==> config.mk <==
export PLATFORM = sky130hd
export DESIGN_NAME = times_two_8bit_serial
export DESIGN_NICKNAME = d
export VERILOG_FILES = /design/src/rtl/times_two_8bit_serial.sv
export SDC_FILE = /design/constraint.sdc
export NUM_CORES = 1
export LEC_CHECK = 0
export BUFFER_PORTS_ARGS = -buffer_cell sky130_fd_sc_hd__buf_2
export CORE_MARGIN = 2
export CORE_UTILIZATION = 58
export CTS_BUF_LIST = sky130_fd_sc_hd__clkbuf_16
export CTS_CLUSTER_DIAMETER = 100
export CTS_CLUSTER_SIZE = 14
export DETAILED_ROUTE_END_ITERATION = 10
export GPL_ROUTABILITY_DRIVEN = 0
export PLACE_DENSITY = 0.82
export SYNTH_ARGS = -nofsm -noshare
export SYNTH_HDL_FRONTEND = slang
export SYNTH_SLANG_ARGS = --single-unit
==> constraint.sdc <==
create_clock -name clk -period 2.05 [get_ports clk]
set_input_delay 0.41 -clock clk [delete_from_list [all_inputs] [get_ports clk]]
set_output_delay 0.41 -clock clk [all_outputs]
set_load 0.01 [all_outputs]
==> src/rtl/times_two_8bit_serial.sv <==
// times_two_8bit_serial: bit-serial multiply-by-two with start/busy/done handshake.
// Optional macro TIMES_TWO_SATURATE_EN clamps OUT to all ones when the product overflows.
module times_two_8bit_serial #(
  parameter int WIDTH   = 8,
  parameter int PHASE_W = 4
) (
  input  logic               clk,
  input  logic               reset,
  input  logic               start,
  input  logic [WIDTH-1:0]   A,
  output logic               busy,
  output logic               done,
  output logic [WIDTH-1:0]   OUT,
  output logic               OVF,
  output logic [PHASE_W-1:0] phase
);
  typedef enum logic [1:0] {S_IDLE, S_SHIFT, S_DONE} state_t;
  localparam logic [PHASE_W-1:0] LAST = PHASE_W'(WIDTH - 1);
  state_t           state;
  logic [WIDTH-1:0] src, acc, acc_next;
  // Move source bit `phase` into accumulator bit `phase+1`; the top bit falls off as overflow.
  always_comb acc_next = acc | ((src & (WIDTH'(1) << phase)) << 1);
  always_ff @(posedge clk or posedge reset) begin
    if (reset) begin
      state <= S_IDLE;
      src   <= '0;
      acc   <= '0;
      phase <= '0;
      busy  <= 1'b0;
      done  <= 1'b0;
      OUT   <= '0;
      OVF   <= 1'b0;
    end else if (state == S_SHIFT) begin
      acc <= acc_next;
      if (phase == LAST) begin
        state <= S_DONE;
        phase <= PHASE_W'(WIDTH);
        busy  <= 1'b0;
        done  <= 1'b1;
        OVF   <= src[WIDTH-1];
`ifdef TIMES_TWO_SATURATE_EN
        OUT   <= src[WIDTH-1] ? '1 : acc_next;
`else
        OUT   <= acc_next;
`endif
      end else begin
        phase <= phase + 1'b1;
      end
    end else if (start) begin
      state <= S_SHIFT;
      src   <= A;
      acc   <= '0;
      phase <= '0;
      busy  <= 1'b1;
      done  <= 1'b0;
    end else begin
      state <= S_IDLE;
      phase <= '0;
      done  <= 1'b0;
    end
  end
endmodule

; After elaboration in Yosys (flattened, before gate mapping)
; Index checks and enable logic that the tools add are counted.
[classes]
mux = 12
n_bitwise = 3
add_sub_neg = 1
magnitude_cmp = 0
multipliers = 0
n_reduce_logical = 4
n_shift = 1
n_div = 0
eq_ne = 3
[ops]
columns = cell, n
row1 = $mux 8, 2
row2 = $mux 4, 2
row3 = $or 8x8->8, 1
row4 = $and 7x7->7, 1
row5 = $shl 1x4->7 const A, 1
row6 = $mux 1, 6
row7 = $reduce_and 2->1, 3
row8 = $add 4x1->4 const B, 1
row9 = $eq 4x3->1 const B, 1
row10 = $mux 2, 2
row11 = $eq 2x1->1 const B, 1
row12 = $ne 2x1->1 const B, 1
row13 = $reduce_bool 2->1, 1
row14 = $not 1->1, 1
[word_totals]
memories = 0
elab_cells = 32
input_bits = 11
mem_bits_ro = 0
output_inout_bits = 15
latch_bits = 0
register_bits = 33
ramBits = 0

; Logic depth before layout (Yosys ltp)
[depth]
depth_word = 4
ltp_mapped = 5
mapped_depth_nobuf = 5

; Least setup slack after synthesis
; Ideal clock, no wire load.
[synth_timing]
kind = reg-to-reg
startpoint = reg phase[0]
endpoint = reg OUT[4]
setup_time_ns = 0.125
required_time_ns = 1.925
period_less_slack_ns = 1.457
path_buffers = 0
setup_slack_ns = 0.593
stages_incl_launch_ff = 5
t_arrival_ns = 1.332
path_cell_list = dfrtp_1 > ha_1 > nand3b_4 > nor2_8 > mux2_4
[synth_via]
elab_chain_cells = 3
elab_cells_between_ends = 5
classes_between = eq/ne (1) / shift (1) / bitwise (2) / reduce/logical (1)
[synth_rtl]
columns = item, line_no
row1 = "start, declared", 15  ; output logic [PHASE_W-1:0] phase
row2 = "start signal, assigned", 37  ; phase <= PHASE_W'(WIDTH);
row3 = "start signal, assigned", 47  ; phase <= phase + 1'b1;
row4 = $shl 1x4->7, 22  ; always_comb acc_next = acc | ((src & (WIDTH'(1) << phase)) << 1);
row5 = $and 7x7->7, 22
row6 = $or 8x8->8, 22
row7 = "end signal, assigned", 44  ; OUT <= acc_next;
row8 = "end, declared", 13  ; output logic [WIDTH-1:0] OUT,
; Several ways; a longest one is shown, not always the timed one.
; A chain may end at the register's enable or synchronous reset.

; Worst setup path in the final report
; Ends and elaborated chain as after synthesis.

==> metrics.md <==
| Metric | Value |
|---|---|
| Htree depth | 2 |
| Global route overflow | 0 |
| PortBufs | 24 |
| Setup Skew | 0.00307 ns |
| Syn_nets | between 100 and 150 |
| WP data arrival | around 1.7 ns |
| Clk sink count | 30 |
| Syn avg cell area | 13.3 um^2 |
| RSZ-0062 raised after global routing | false |
| Run status | complete, no violations |
| First-pass GRT wire length | 4.62 mm |
| Power Dens Cells | between 1500 and 2000 nW/um^2 |
| Register area | between 700 and 800 um^2 |
| Setup slack after layout | ~0.54 ns |
| Ys flop type | dfrtp_1 |
| Worst vdd ir | approximately 1.1 mV |
| Critical-path maximum fanout | 10 |
| Synth Instances | about 110 |
| Worst hold path class | input pin to async pin |
| Multi-input combinational cell area | 566 um^2 |
| Initial Utilization | about three fifths |
| Synth Cell Area | roughly 1400 um^2 |
| EDFF count, synth | 0 |
| Share of cells above drive strength 1 | ~34% |
| Setup CP Type | flip-flop to flip-flop |
| Post-Route WL | ~2.8 mm |
| FFs w/ async S/R, synth | 100% |
| Slew headroom | 54.0% |
| Total Neg Setup Slack | 0 ns |
| Nets | 149 |
| Post-synth top area share | between 50% and 60% |
| Final hold viol count | 0 |
| All-layer global routing usage | between 20% and 30% |
| Initial drt markers | 14 |
| Vias | approximately 920 |
| Synth area leader | dfrtp_1 |
| Core area | around 2300 um^2 |
| CTS tree | built |
| Diode count | 0 |
| Clock Latency Late Sink | 0.27 ns |
| Routed vias/inst | about 5.7 |
| Dpl ws | about 0.55 ns |
| DRC errors left | 0 |
| Die Y | approximately 53 um |
| Least-Margin Pin Slew | between 0.6 and 0.7 ns |
| Period minus WS final | approximately 1.5 ns |
| Max_cap viols | 0 |
| Die area | 2820 um^2 |
| Dpl hpwl | 1.85 mm |
| Top-count cell post-synth | dfrtp_1 |
| Pins Over Slew Limit | 0 |
| Leading cell types by count after synthesis | dfrtp_1, inv_1, mux2_4 |
| Hold Buf Count CTS | 0 |
| CP startpoint kind | flip-flop |
| Crit end category | flip-flop |
| Distinct cell type count after synthesis | 26 |
| Synth Register Bits | 30 |
| Leakage power | ~0.00084 uW |
| Syn. warnings | 0 |
| Area growth syn-to-layout | 18.4% |
| Boundary Pins | 26 |
| Rows | 17 |
| Fillers | between 150 and 200 |
| Max Fclk | approximately 660 MHz |
| Post-CTS Setup Bufs | 0 |
| DR WL/cell | about 17 um |
| Largest net degree at the start of global routing | 31 |
| Worst-case clock buffer depth | 2 |
| Critical Path RT | around 2.2 ns |
| Top cells by area, synth | dfrtp_1, mux2_4, ha_1 |
| Post-route clock period utilization | approximately 73% |
| Clock Tree Root | clkbuf_16 |
| Worst-path clk slew | about 0.05 ns |
| Pre-antenna DRT Iters | 4 |
| Worst R2R Path Depth | 4 |
| Initial antenna violation count | 0 |
| Post-cts repair resize count | 0 |
| Final setup viols | 0 |
| Sequential fraction of the synthesis area | 53.7% |
| Die W | 53.1 um |
| CTS buffer count | 5 |
| Vias in the first global route | 1012 |
| ANT nets after route | 0 |
==> flip-flops by register name, summed over array words and instances, names as in the netlist <==
| register | count |
|---|---|
| src | 8 |
| OUT | 7 |
| acc | 7 |
| phase | 4 |
| OVF | 1 |
| busy | 1 |
| done | 1 |
| state | 1 |
==> cell usage in the layout (no fill, tap or decap), types with 2 or more instances in the layout <==
cell type / n
nand2_1: 2
ha_1: 5
mux2i_1: 6
clkbuf_16: 5
a21oi_1: 8
a41oi_1: 7
nor2_1: 5
inv_1: 11
mux2_4: 10
a31oi_1: 6
dfrtp_1: 30
buf_2: 24
==> where the power goes <==
group / total [uW] / internal [uW] / switching [uW]
Sequential: 1070 / 863 / 209
Clock: 680 / 437 / 243
Combinational: 974 / 465 / 509
==> routing by layer <==
layer  part of all wire (%)  global-route usage [%]
met1                     41                    28.3
met2                     49                    37.1
met3                    7.2                    7.63
met4                    2.7                    16.2
met5                      0                       0
==> stage by stage <==
step	std cells	power [uW]	hold WS (ns)	cell area, um^2	util (%)
finish	162	2730	0.199	1650	73.4
global route	162	2900	0.257	1650	73.4
CTS	162	2740	0.209	1650	73.4
detailed placement	154	2040	0.491	1520	67.3
global placement	154	1980	0.469	1520	67.3
floorplan	105	1770	0.448	1400	-
==> layout make-up <==
class,count,area share [%]
tap,28,2.12
timing repair buffer,25,7.72
clock buffer,5,7.56
clock inverter,3,0.756
sequential,30,45.4
inverter,10,2.27
multi-input combinational,61,34.2
==> cell families (layout without fill, tap and decap cells) <==
kind of cell | Yosys count | after routing | synth area share, %
AO/OA/AOI/OAI | 23 | 23 | 11.1
multiplexers | 16 | 16 | 15.0
AND/OR/NAND/NOR | 16 | 16 | 9.58
flip-flops | 30 | 30 | 53.7
adder cells (fa/ha/maj) | 5 | 5 | 4.48
other | 1 | 1 | 0.268
buffers and inverters | 14 | 43 | 5.82
==> path summary, 6_finish.rpt <==
check / from / end / slack [ns]
max reg2reg: phase[0] / OUT[4] / 0.54
min reg2reg: acc[4] / acc[4] / 0.50
min: reset / OVF / 0.20
max in group asynchronous: reset / phase[1] / 1.57
max: phase[0] / OUT[4] / 0.54
min in group clk: A[5] / src[5] / 0.36
==> critical path: stages (launching register included) <==
cell,delay [ns]
dfrtp_1,0.45
ha_1,0.28
nand3b_4,0.12
nor2_8,0.22
mux2_4,0.32
(Power assumes the default switching activity.)
